<file path="config.mk">
export PLATFORM = sky130hd
export DESIGN_NAME = calc_entry_seq
export DESIGN_NICKNAME = d
export VERILOG_FILES = /design/src/rtl/calc_pkg.sv /design/src/rtl/calc_sat_cnt.sv /design/src/rtl/calc_entry_seq.sv
export SDC_FILE = /design/constraint.sdc
export NUM_CORES = 1
export LEC_CHECK = 0
export CORE_UTILIZATION = 40
export CTS_BUF_LIST = sky130_fd_sc_hd__clkbuf_2 sky130_fd_sc_hd__clkbuf_4 sky130_fd_sc_hd__clkbuf_8
export DETAILED_ROUTE_END_ITERATION = 8
export MAX_ROUTING_LAYER = met4
export PLACE_DENSITY = 0.89
export SLEW_MARGIN = 20
export SYNTH_ARGS = -nofsm -noshare
export SYNTH_HDL_FRONTEND = slang
export SYNTH_SLANG_ARGS = --single-unit
</file>
<file path="constraint.sdc">
create_clock -name clk -period 1.25 [get_ports clk]
set_input_delay 0.125 -clock clk [delete_from_list [all_inputs] [get_ports clk]]
set_output_delay 0.125 -clock clk [all_outputs]
set_load 0.05 [all_outputs]
</file>
<file path="src/rtl/calc_pkg.sv">
`default_nettype none
// +----------------------------------------------------------------------------+
// | Package   : calc_pkg                                                       |
// | Purpose   : Shared opcode constants and sequencer state encoding for the   |
// |             calculator entry sequencer and its environment.                |
// | Revision  : 1.0  initial release                                           |
// +----------------------------------------------------------------------------+
package calc_pkg;

  localparam int OP_W = 3;

  // Calculator opcodes. For the ABS opcodes bit 0 is a don't-care:
  // 3'b01? selects |B| and 3'b11? selects |A|.
  localparam logic [OP_W-1:0] OP_ADD_AB = 3'b000;
  localparam logic [OP_W-1:0] OP_SUB_AB = 3'b001;
  localparam logic [OP_W-1:0] OP_ABS_B  = 3'b010;
  localparam logic [OP_W-1:0] OP_ADD_BA = 3'b100;
  localparam logic [OP_W-1:0] OP_SUB_BA = 3'b101;
  localparam logic [OP_W-1:0] OP_ABS_A  = 3'b110;

  typedef enum logic [2:0] {
    S_A    = 3'd0,
    S_B    = 3'd1,
    S_OP   = 3'd2,
    S_EXEC = 3'd3,
    S_HOLD = 3'd4
  } calc_state_e;

endpackage : calc_pkg
`default_nettype wire

</file>
<file path="src/rtl/calc_sat_cnt.sv">
`default_nettype none
// +----------------------------------------------------------------------------+
// | Module    : calc_sat_cnt                                                   |
// | Purpose   : CW-bit saturating event counter with synchronous clear.        |
// |             Holds at all-ones instead of wrapping.                         |
// | Ports     : clk   - rising-edge clock                                      |
// |             reset - synchronous active-high clear                          |
// |             inc   - count one event this cycle                             |
// |             cnt   - current count                                          |
// | Revision  : 1.0  initial release                                           |
// +----------------------------------------------------------------------------+
module calc_sat_cnt #(
  parameter int CW = 8
) (
  input  logic          clk,
  input  logic          reset,
  input  logic          inc,
  output logic [CW-1:0] cnt
);

  logic [CW-1:0] cnt_q;
  logic [CW-1:0] cnt_d;

  always_comb begin
    cnt_d = cnt_q;
    if (inc && (cnt_q != {CW{1'b1}})) begin
      cnt_d = cnt_q + CW'(1);
    end
  end

  always_ff @(posedge clk) begin
    if (reset) begin
      cnt_q <= '0;
    end else begin
      cnt_q <= cnt_d;
    end
  end

  assign cnt = cnt_q;

endmodule : calc_sat_cnt
`default_nettype wire

</file>
<file path="src/rtl/calc_entry_seq.sv">
`default_nettype none
// +----------------------------------------------------------------------------+
// | Module    : calc_entry_seq                                                 |
// | Purpose   : Upstream sequencer for a combinational W-bit calculator.       |
// |             Collects A, B and opcode as three words on one valid/ready     |
// |             stream, drives them as stable registered operands, captures    |
// |             the result one cycle later and offers it on a valid/ready      |
// |             result stream. Counts overflowed results (saturating).         |
// | Ports     : clk, reset            - clock, sync active-high reset          |
// |             din/din_valid/din_ready - entry stream (A, B, opcode)          |
// |             chain_clr             - force full entry for next op           |
// |             calc_a/calc_b/calc_op - operands to the calculator             |
// |             calc_r/calc_ovf       - calculator result                      |
// |             res/res_ovf/res_valid/res_ready - result stream                |
// |             ovf_cnt               - saturating overflow count              |
// | Config    : CALC_CHAIN_EN - when defined, an accepted non-overflow result  |
// |             is fed back as A and the A entry is skipped (unless chain_clr).|
// | Revision  : 1.0  initial release                                           |
// +----------------------------------------------------------------------------+
module calc_entry_seq
  import calc_pkg::*;
#(
  parameter int W  = 16,
  parameter int CW = 8
) (
  input  logic          clk,
  input  logic          reset,
  input  logic [W-1:0]  din,
  input  logic          din_valid,
  output logic          din_ready,
  input  logic          chain_clr,
  output logic [W-1:0]  calc_a,
  output logic [W-1:0]  calc_b,
  output logic [2:0]    calc_op,
  input  logic [W-1:0]  calc_r,
  input  logic          calc_ovf,
  output logic [W-1:0]  res,
  output logic          res_ovf,
  output logic          res_valid,
  input  logic          res_ready,
  output logic [CW-1:0] ovf_cnt
);

  calc_state_e   state_q, state_d;
  logic [W-1:0]  a_q, a_d;
  logic [W-1:0]  b_q, b_d;
  logic [2:0]    op_q, op_d;
  logic [W-1:0]  res_q, res_d;
  logic          res_ovf_q, res_ovf_d;
  logic          res_valid_q, res_valid_d;

  always_comb begin
    state_d     = state_q;
    a_d         = a_q;
    b_d         = b_q;
    op_d        = op_q;
    res_d       = res_q;
    res_ovf_d   = res_ovf_q;
    res_valid_d = res_valid_q;
    din_ready   = 1'b0;

    case (state_q)
      S_A: begin
        din_ready = 1'b1;
        if (din_valid) begin
          a_d     = din;
          state_d = S_B;
        end
      end
      S_B: begin
        din_ready = 1'b1;
        if (din_valid) begin
          b_d     = din;
          state_d = S_OP;
        end
      end
      S_OP: begin
        din_ready = 1'b1;
        if (din_valid) begin
          op_d    = din[2:0];
          state_d = S_EXEC;
        end
      end
      S_EXEC: begin
        // Operands have been stable for a full cycle, so calc_r/calc_ovf
        // have settled through the calculator.
        res_d       = calc_r;
        res_ovf_d   = calc_ovf;
        res_valid_d = 1'b1;
        state_d     = S_HOLD;
      end
      S_HOLD: begin
        if (res_valid_q && res_ready) begin
          res_valid_d = 1'b0;
          state_d     = S_A;
`ifdef CALC_CHAIN_EN
          // Accumulator-style chaining: a clean result becomes the next A.
          if (!res_ovf_q && !chain_clr) begin
            a_d     = res_q;
            state_d = S_B;
          end
`endif
        end
      end
      default: begin
        state_d = S_A;
      end
    endcase
  end

`ifndef CALC_CHAIN_EN
  // Without chaining the chain_clr input has no function.
  logic unused_chain_clr;
  assign unused_chain_clr = chain_clr;
`endif

  always_ff @(posedge clk) begin
    if (reset) begin
      state_q     <= S_A;
      a_q         <= '0;
      b_q         <= '0;
      op_q        <= '0;
      res_q       <= '0;
      res_ovf_q   <= 1'b0;
      res_valid_q <= 1'b0;
    end else begin
      state_q     <= state_d;
      a_q         <= a_d;
      b_q         <= b_d;
      op_q        <= op_d;
      res_q       <= res_d;
      res_ovf_q   <= res_ovf_d;
      res_valid_q <= res_valid_d;
    end
  end

  calc_sat_cnt #(
    .CW (CW)
  ) u_ovf_cnt (
    .clk   (clk),
    .reset (reset),
    .inc   ((state_q == S_EXEC) && calc_ovf),
    .cnt   (ovf_cnt)
  );

  assign calc_a    = a_q;
  assign calc_b    = b_q;
  assign calc_op   = op_q;
  assign res       = res_q;
  assign res_ovf   = res_ovf_q;
  assign res_valid = res_valid_q;

endmodule : calc_entry_seq
`default_nettype wire

</file>
==> results.py <==
metrics = {
    "outcome": {
        "outcome": "finished, violations left",
        "failed_checks": "setup timing",
    },
    "clock_network": {
        "cts.clk_slew.worst_paths_ps": 80,
        "clock-sinks": 64,
        "clock_path_buffers": 2,
        "clk_latency_ps": 340,
        "cts_tree": "yes",
        "cts_made_buffers": 9,
        "htreeDepth": 3,
        "clockRootBuffer": "clkbuf_8",
        "hold_buffers": 0,
    },
    "logic_synthesis": {
        "yosysSeqAreaShare_pct": 52.9,
        "synth_top_area_cell": "dfxtp_1",
        "yosysUniqueCellTypes": 32,
        "avgSynthCellArea_um2": 8.22,
        "ys_ff_latch": 64,
        "synth_edf_count": 0,
        "synth.top_cell.area_share_pct": 52.9,
        "yosys_warnings": 0,
        "synth.area.top_cells": "dfxtp_1 (53%), nand2_1 (16%), a21oi_1 (11%), mux2i_1 (2.1%), nor2_1 (1.9%)",
        "synthArstFlopShare_pct": 0,
        "synth-main-ff-cell": "dfxtp_1",
        "synth_most_common_cell": "nand2_1",
        "synth_area_um2": 2420,
        "synth_nets": 334,
        "synthCells": 295,
        "synth_common_cells": "nand2_1 (105), dfxtp_1 (64), a21oi_1 (55)",
    },
    "timing": {
        "rsz0062_at_grt": "yes",
        "min_period_ps": 1340,
        "worst_pin_slew_ps": 299,
        "layout_setup_ws_ps": -89.9,
        "drv_slew": 0,
        "finalHoldViolCount": 0,
        "finalSetupViolCount": 50,
        "slew_headroom_pct": 79.8,
        "final.period_utilization_pct": 107,
        "skew_ps": 13.6,
        "fmax_mhz": 746,
        "holdWs_ps": 250,
    },
    "layout": {
        "layout-drive-gt1-share_pct": 40.8,
        "design_area_um2": 4880,
        "antenna_cells": 0,
        "syn2layout_area_growth_pct": 101,
        "fill_cells": 270,
        "nets": 465,
    },
    "pwr": {
        "p_per_area_nw_per_um2": 1060,
        "p_leak_nw": 1.87,
        "peakVddDrop_mv": 1.20,
    },
    "critical_path": {
        "slowest_delay_ps": 370,
        "crit_chain": "ha_4 -> nand3_4 -> o211ai_4 -> buf_6 -> xor2_2 -> nor2_1",
        "critPathKind": "reg -> reg",
        "cp.required_ps": 1460,
        "cp.arrival_ps": 1550,
        "path_buf_inv": 1,
        "startpoint_type": "register",
        "crit_fanout": 4,
        "cp_top_family": "flip-flops",
        "worstSetupEndpointType": "register",
        "slowest_stage": "dfxtp_4",
    },
    "floorplanning": {
        "dieArea_um2": 6370,
        "rows": 27,
        "start_util_pct": 42.7,
        "dieWidth_um": 79.8,
        "die_h_um": 79.8,
        "core_um2": 5680,
        "io_pins": 100,
    },
    "drt": {
        "antenna_left": 0,
        "initialDrtViolationCount": 90,
        "drt_pre_antenna_iters": 4,
        "drt-wirelength-per-cell_um": 16.4,
        "wl_mm": 8.26,
        "vias_per_cell": 5.08,
        "drc_errors": 0,
        "vias": 2555,
    },
    "min_path": {
        "hp-class": "in -> reg",
    },
    "placement": {
        "place_congestion": 0.836,
        "post_dp_cell_area_um2": 4340,
        "dp_hpwl_mm": 5.24,
        "portBuffers": 98,
    },
    "flow_run": {
        "max_cap_viol_count": 0,
    },
    "global_route": {
        "grt_pass1_vias": 2616,
        "grt_pass1_wl_mm": 11.9,
        "grt_max_degree": 65,
        "antenna_found_initial": 0,
        "overflow": 0,
        "grt_usage_pct": 25.1,
    },
}
state kept, by name, indices dropped and copies added (netlist names):
name,count
calc_a,16
u_ovf_cnt.cnt,8
calc_op,3
res_valid,1
calc_b,16
res_ovf,1
state_q,3
res,16
placed cells by master, fill, tap and decap left out, types with 2 or more instances in the layout:
cell / n
dfxtp_1: 53
o211ai_1: 2
buf_12: 66
nand2_4: 3
dfxtp_2: 3
buf_2: 2
clkbuf_16: 4
buf_4: 24
mux2i_1: 5
nand2_1: 83
clkdlybuf4s50_1: 35
a21oi_1: 51
nor2_1: 10
a21oi_2: 4
dfxtp_4: 8
and3_1: 3
nand2_2: 19
xor2_1: 3
nor2_2: 2
nor2b_1: 2
nand2b_4: 2
clkinvlp_4: 2
buf_6: 8
clkbuf_8: 11
nor3_1: 2
final cells by class:
cell class                 instances  area (um2)  area share [%]
timing repair buffer             139        2050            42.1
sequential                        64        1320            27.0
multi-input combinational        212        1210            24.8
clock buffer                      12         159            3.26
tap                               72        90.1            1.85
clock inverter                     4        51.3            1.05
power by group:
part	switching [W]	total, W	internal (W)
Clock	0.000822	0.00188	0.00105
Sequential	0.0000888	0.00219	0.00210
Combinational	0.000537	0.00108	0.000545
per-stage QoR:
step	utilization (%)	TNS (ps)	power, W	std cells	worst slack, ps
2_1_floorplan	-	-402	0.00265	295	-90.5
3_3_place_gp	76.4	-6230	0.00318	475	-230
3_5_place_dp	76.4	-8710	0.00321	475	-289
4_1_cts	81.8	-354	0.00506	496	-71.3
5_1_grt	85.9	-4010	0.00531	503	-138
6_report	85.9	-1450	0.00515	503	-89.9
path summary, 6_finish.rpt:
kind,cells past startpoint,slack (ps),start,end
hold / removal,3,250,reset,u_ovf_cnt.cnt[4]
hold reg to reg,2,500,calc_b[3],calc_b[3]
setup / recovery,6,-90,u_ovf_cnt.cnt[1],u_ovf_cnt.cnt[3]
setup reg to reg,6,-90,u_ovf_cnt.cnt[1],u_ovf_cnt.cnt[3]
routing by layer:
| metal | GRT usage (%) | vias to the layer above | part of all wire (%) |
|---|---|---|---|
| li1 | - | 1231 | - |
| met1 | 25.4 | 1208 | 37 |
| met2 | 46.2 | 95 | 56 |
| met4 | 12.5 | 0 | 2.6 |
| met5 | - | - | 0 |
| met3 | 4.57 | 21 | 5.0 |
cells by family (layout without fill, tap and decap cells):
group           after synthesis  after routing  synth area share [%]
compound gates               62             62                  13.9
simple gates                139            139                  24.5
xor+xnor                      4              4                  1.45
buf+inv                      19            155                  4.23
fa+ha+maj                     1              1                 0.516
mux                           6              6                  2.53
flops                        64             64                  52.9
repair_timing:
| item | in CTS | in global routing |
|---|---|---|
| cloned | 1 | 5 |
| pin swaps | 7 | 34 |
| buffers inserted | 4 | 2 |
| resized for setup | 20 | 35 |
| hold endpoints to repair | 0 | 0 |
| endpoints found under the setup margin | 62 | 60 |
worst reg2reg max path, stage by stage (launching register included):
cell	delay, ps
dfxtp_4	370
ha_4	160
nand3_4	120
o211ai_4	240
buf_6	130
xor2_2	120
nor2_1	70
Power figures use the tool's default switching activity.
